`config.mk`:
```
export PLATFORM = sky130hd
export DESIGN_NAME = branch_hazard_ctrl
export DESIGN_NICKNAME = d
export VERILOG_FILES = /design/src/rtl/branch_hazard_ctrl.sv
export SDC_FILE = /design/constraint.sdc
export NUM_CORES = 1
export LEC_CHECK = 0
export CORE_AREA = 5 5 74 76
export DETAILED_ROUTE_END_ITERATION = 10
export DIE_AREA = 0 0 79 81
export HOLD_SLACK_MARGIN = 0.03
export PLACE_DENSITY = 0.82
export SYNTH_ARGS = -nofsm -noshare
export SYNTH_HDL_FRONTEND = slang
export SYNTH_SLANG_ARGS = --single-unit
export TNS_END_PERCENT = 1
```
`constraint.sdc`:
```
create_clock -name clk -period 7.5 [get_ports clk]
set_input_delay 0.75 -clock clk [delete_from_list [all_inputs] [get_ports clk]]
set_output_delay 0.75 -clock clk [all_outputs]
set_load 0.01 [all_outputs]
```
`src/rtl/branch_hazard_ctrl.sv`:
```
// Decode-stage branch sequencer. Stalls IF/ID while a branch operand is still
// being produced in EX/MEM, selects MEM-stage forwarding for the comparer,
// issues PCSrcD/FlushD on the resolve cycle and keeps saturating
// branch / taken statistics.
//
// state   | meaning
// --------+-----------------------------------------------------------------
// IDLE    | no branch in flight; a hazard-free branch resolves right here
// STALL   | waiting for an EX/MEM producer; IF/ID held, bubble into EX
// RESOLVE | operands ready; branch decision issued this cycle
module branch_hazard_ctrl #(
  parameter int CNT_W = 16
) (
  input  logic             clk,
  input  logic             reset_n,
  input  logic             br_valid,
  input  logic [2:0]       CompareMode,
  input  logic [4:0]       rsD,
  input  logic [4:0]       rtD,
  input  logic [4:0]       writeregE,
  input  logic             regwriteE,
  input  logic             memtoregE,
  input  logic [4:0]       writeregM,
  input  logic             regwriteM,
  input  logic             memtoregM,
  input  logic             cmp_result,
  output logic             StallF,
  output logic             StallD,
  output logic             FlushE,
  output logic             FlushD,
  output logic             PCSrcD,
  output logic             ForwardAD,
  output logic             ForwardBD,
  output logic [CNT_W-1:0] br_count,
  output logic [CNT_W-1:0] taken_count
);

  // Compare_* codes shared with the main decoder.
  localparam logic [2:0] CMP_NULL = 3'd0;
  localparam logic [2:0] CMP_BEQ  = 3'd1;
  localparam logic [2:0] CMP_BNE  = 3'd2;
  localparam logic [2:0] CMP_BLTZ = 3'd3;
  localparam logic [2:0] CMP_BGTZ = 3'd4;

  typedef enum logic [1:0] {
    S_IDLE    = 2'd0,
    S_STALL   = 2'd1,
    S_RESOLVE = 2'd2
  } state_t;

  state_t     state_q, state_d;
  // Counts every stall cycle of the branch, including the detection cycle
  // spent in IDLE, so a depth-1 hazard goes straight from IDLE to RESOLVE.
  logic [1:0] stall_cnt_q, stall_cnt_d;

  logic       active;
  logic       use_rs, use_rt;
  logic [1:0] rs_dep, rt_dep, depth;
  logic       resolve, stall;

  // Decode the branch kind and the RAW dependence depth of its operands.
  always_comb begin
    active = br_valid && (CompareMode != CMP_NULL);
    use_rt = (CompareMode == CMP_BEQ) || (CompareMode == CMP_BNE);
    use_rs = use_rt || (CompareMode == CMP_BLTZ) || (CompareMode == CMP_BGTZ);

    rs_dep = 2'd0;
    if (use_rs && (rsD != 5'd0)) begin
      if (regwriteE && (writeregE == rsD))
        rs_dep = memtoregE ? 2'd2 : 2'd1;
      else if (regwriteM && memtoregM && (writeregM == rsD))
        rs_dep = 2'd1;
    end

    rt_dep = 2'd0;
    if (use_rt && (rtD != 5'd0)) begin
      if (regwriteE && (writeregE == rtD))
        rt_dep = memtoregE ? 2'd2 : 2'd1;
      else if (regwriteM && memtoregM && (writeregM == rtD))
        rt_dep = 2'd1;
    end

    depth = (rs_dep > rt_dep) ? rs_dep : rt_dep;
  end

  // State and stall counter register.
  always_ff @(posedge clk or negedge reset_n) begin
    if (!reset_n) begin
      state_q     <= S_IDLE;
      stall_cnt_q <= 2'd0;
    end else begin
      state_q     <= state_d;
      stall_cnt_q <= stall_cnt_d;
    end
  end

  // Next-state logic; dependences are only sampled while in IDLE.
  always_comb begin
    state_d     = state_q;
    stall_cnt_d = stall_cnt_q;
    case (state_q)
      S_IDLE: begin
        stall_cnt_d = 2'd0;
        if (active && (depth != 2'd0)) begin
          stall_cnt_d = depth;
          state_d     = (depth == 2'd1) ? S_RESOLVE : S_STALL;
        end
      end
      S_STALL: begin
        stall_cnt_d = stall_cnt_q - 2'd1;
        if (stall_cnt_q <= 2'd2)
          state_d = S_RESOLVE;
      end
      S_RESOLVE: begin
        stall_cnt_d = 2'd0;
        state_d     = S_IDLE;
      end
      default: begin
        stall_cnt_d = 2'd0;
        state_d     = S_IDLE;
      end
    endcase
  end

  // Output logic; reset forces every control output low without a clock edge.
  always_comb begin
    resolve   = 1'b0;
    stall     = 1'b0;
    StallF    = 1'b0;
    StallD    = 1'b0;
    FlushE    = 1'b0;
    FlushD    = 1'b0;
    PCSrcD    = 1'b0;
    ForwardAD = 1'b0;
    ForwardBD = 1'b0;
    if (reset_n) begin
      case (state_q)
        S_IDLE: begin
          resolve = active && (depth == 2'd0);
          stall   = active && (depth != 2'd0);
        end
        S_STALL:   stall   = 1'b1;
        S_RESOLVE: resolve = 1'b1;
        default: ;
      endcase
      StallF = stall;
      StallD = stall;
      FlushE = stall;
      PCSrcD = resolve && cmp_result;
      FlushD = resolve && cmp_result;
      // Forwarding follows the operands whenever a branch is being handled.
      if (active || (state_q != S_IDLE)) begin
        ForwardAD = (rsD != 5'd0) && regwriteM && (rsD == writeregM);
        ForwardBD = use_rt && (rtD != 5'd0) && regwriteM && (rtD == writeregM);
      end
    end
  end

  // Saturating statistics, bumped once per resolved branch.
  always_ff @(posedge clk or negedge reset_n) begin
    if (!reset_n) begin
      br_count    <= '0;
      taken_count <= '0;
    end else if (resolve) begin
      if (br_count != '1)
        br_count <= br_count + 1'b1;
      if (cmp_result && (taken_count != '1))
        taken_count <= taken_count + 1'b1;
    end
  end

endmodule

```
==> impl_metrics.csv <==
group,metric,value,unit
sta,worst_pin_slew,806,ps
clock_tree,worst_skew_pair.late_latency,290,ps
power_and_ir_drop,vdd_ir_drop_max,0.149,mV
synth,synth_top_cells_by_count,"dfrtp_1 (36), xor2_1 (30), nor2_1 (24), nand2_1 (22), xnor2_1 (19)",
clock_tree,path_clk_slew,70,ps
final_layout,final_layout_size_suffix_gt1_share,5.43,%
clock_tree,cts_post_setup_buffers_inserted,0,
worst_setup_path,cp_max_fo,5,
synth,synth_cells,243,
floorplanning,die_width,79,um
detailed_routing,met2WireLength,2440,um
floorplanning,core_region_area,4660,um2
clock_tree,ctsHtreeMaxLevel,2,
synth,dominantRegCellSynth,"dfrtp_1",
worst_setup_path,crit_chain,"clkdlybuf4s50_1 > xor2_1 > nor4_2 > a211o_1 > o21ai_0 > and2_1 > ha_1 > nand2b_1 > o21a_1 > a31oi_1 > a21oi_1 > o21ai_4 > a21oi_1 > nor2_1 > nor3b_1 > clkdlybuf4s50_1",
detailed_routing,via_per_inst,5.44,
floorplanning,io-pin-count,70,
worst_setup_path,cpMaxStageDelayCell,"clkdlybuf4s50_1",
final_layout,insertedDiodeCount,0,
grt,grt_antenna_before_repair,0,
sta,fmaxAchievable,0.198,GHz
power_and_ir_drop,seq_power_share,45.8,%
power_and_ir_drop,p_int,390,uW
clock_tree,cts-root-to-sink-buffers,2,
grt,grt_pass1_vias,1925,
worst_setup_path,timing.critical_path.to_type,"output pin",
final_layout,num-nets-final,349,
synth,synth.yosys.warnings,0,
worst_hold_path,hold_class,"reg -> reg",
worst_setup_path,criticalPathCategory,"in -> out",
clock_tree,cts_tree,"done",
sta,hold_vio_cnt_final,0,
detailed_routing,detail-route-antenna-nets,0,
power_and_ir_drop,net_switching_power,177,uW
worst_hold_path,min_to,"taken_count[5]",
detailed_routing,detailroute.via_count,1996,
detailed_routing,met3_length,424,um
placement,numPortBuffers,69,
power_and_ir_drop,p_sw_share,31.3,%
power_and_ir_drop,fin_total_pwr,567,uW
synth,synth.distinct_cells,41,
sta,rsz0062_at_grt,"false",
outcome,outcome,"completed",
floorplanning,initial_core_util,48.5,%
synth,syn-cell-area,2260,um2
worst_setup_path,crit-reg2reg-launch,"taken_count[3]",
power_and_ir_drop,power_frac_clock,25.2,%
worst_setup_path,ff2ff_path_depth,9,
power_and_ir_drop,p_leak,0.00134,uW
placement,dp_worst_setup_slack,2430,ps
worst_setup_path,startpoint_type,"input pin",
detailed_routing,wl_per_cell,13.7,um
grt,wire_length_of_the_first_global_routing_pass,8470,um
clock_tree,root_buffer,"clkbuf_8",
synth,synth_top_cell_area_share,39.9,%
detailed_routing,drt_wl_total,5020,um
power_and_ir_drop,power_density,185,nW/um2
final_layout,finalNonFillerCells,367,
floorplanning,fp.dieH,81,um
synth,largest_cells_by_area_after_synthesis,"dfrtp_1 (40%), xor2_1 (12%), xnor2_1 (7.4%), nor2_1 (4.0%), nand2_1 (3.7%)",
job,maxCapViolCount,0,
grt,global_route.usage.total,16.6,%
detailed_routing,topRoutingLayerUsed,"met4",
floorplanning,die-area,6400,um2
floorplanning,num_rows,25,
grt,overflow,0,
power_and_ir_drop,part_of_the_power_in_combinational_logic,28.9,%
detailed_routing,drt_first_pass_iters,4,
sta,final_min_period_over_clock_period,67.4,%
placement,placed_cells_incl_taps,359,
synth,seq_area_frac_synth,39.9,%
grt,grt_max_degree,40,
placement,gpl.final_weighted_congestion,0.861,
synth,post_synth.cell_area_avg,9.29,um2
synth,ys_async_sr_fraction,100,%
clock_tree,post_cts_resized,0,
detailed_routing,drc,0,
synth,synthMostInstantiatedCell,"dfrtp_1",
worst_setup_path,cp_data_arrival_time,4300,ps
placement,detailedPlacementHpwl,4100,um
final_layout,post-route-util,65.6,%
worst_setup_path,worst-r2r-setup-slack,4730,ps
synth,postSynthRegisterBits,36,
final_layout,p_r_area_growth_vs_syn,35.4,%
sta,layout_skew,5.12,ps
clock_tree,cts_sinks,36,
synth,synth_edf_count,0,
clock_tree,tritoncts.num_buffers,5,
worst_setup_path,cp_data_required_time,6750,ps
detailed_routing,m1_wire_length,2050,um
worst_hold_path,worst_hold_startpoint,"taken_count[5]",
clock_tree,cts_hold_buf,0,
worst_setup_path,critical-path-max-stage-delay,600,ps
sta,max-slew-margin-rel,46.3,%
worst_hold_path,worst_hold_path_cells,1,
sta,worst_slack,2450,ps
worst_setup_path,worst_r2r_end,"taken_count[13]",
sta,setup-tns-final,0,ps
sta,final-max-slew-violation-count,0,
detailed_routing,initialDrtViolationCount,58,
synth,yosys.area.top_type,"dfrtp_1",
sta,finalSetupViolCount,0,
sta,minimum_clock_period,5050,ps
synth,postSynthNetCount,280,
-- flip-flops by register name (all words and copies together), names as in the netlist --
signal / count
stall_cnt_q: 2
state_q: 2
br_count: 16
taken_count: 16
-- cell type report --
| class | instances | area, um2 |
|---|---|---|
| Fill cell | 373 | 1600 |
| Sequential cell | 36 | 901 |
| Inverter | 10 | 37.5 |
| Timing Repair Buffer | 69 | 686 |
| Clock buffer | 7 | 86.3 |
| Multi-Input combinational cell | 190 | 1270 |
| Tap cell | 54 | 67.6 |
| Clock inverter | 1 | 7.51 |
-- power by group through the flow --
stage               logic, uW  clock network (uW)  registers [uW]
CTS                       167                 147             259
global placement          162                   0             262
detailed placement        167                   0             263
global route              181                 154             265
floorplan                62.6                   0             270
finish                    164                 143             260
-- through the flow --
stage | hold WS [ps] | cell area, um2
6_report | 491 | 3060
5_1_grt | 518 | 3060
4_1_cts | 493 | 3060
3_5_place_dp | 480 | 2960
3_3_place_gp | 476 | 2960
2_1_floorplan | 454 | 2260
-- cell families (layout without fill, tap and decap cells) --
| logic type | Yosys count | after routing | synth area share (%) |
|---|---|---|---|
| AND/OR/NAND/NOR | 110 | 110 | 26.5 |
| XOR/XNOR | 49 | 49 | 19.0 |
| flip-flops | 36 | 36 | 39.9 |
| AO/OA/AOI/OAI | 24 | 24 | 6.98 |
| buffers and inverters | 17 | 87 | 3.77 |
| adder cells (fa/ha/maj) | 6 | 6 | 3.32 |
| multiplexers | 1 | 1 | 0.499 |
-- how the worst max path moves through the flow --
stage	start	endpoint	slack [ps]	cells after the start
2_1_floorplan	writeregE[4]	StallD	3400	15
3_3_place_gp	writeregE[4]	FlushE	2530	16
3_5_place_dp	rtD[4]	FlushE	2430	16
4_1_cts	rtD[4]	FlushE	2420	16
5_1_grt	rsD[2]	StallF	2080	16
6_report	rtD[4]	FlushE	2450	16
-- layout by cell type, fill, tap and decap left out, drive strengths merged, types with 2 or more instances in the layout --
master / n
nand2b: 2
o21a: 2
nor2: 25
ha: 6
a31oi: 4
nor3: 12
or3: 4
and3: 5
nor4: 7
clkdlybuf4s50: 68
o21ai: 5
and2: 4
a21oi: 9
nand3: 14
nand4: 8
clkbuf: 7
inv: 10
nand2: 22
and4: 2
xor2: 30
dfrtp: 36
nor3b: 2
xnor2: 19
-- critical path: cells and delay by family --
kind,cells,cell delay [ps]
AND/OR/NAND/NOR,5,990
XOR/XNOR,1,190
buffers and inverters,2,1070
AO/OA/AOI/OAI,7,1030
adder cells (fa/ha/maj),1,270
-- layer usage --
metal  up-vias  track usage, %
met1       939            19.3
met2        74            28.1
met5         -               0
met4         0            7.56
li1        973               -
met3        10            5.21
Power figures use the tool's default switching activity.
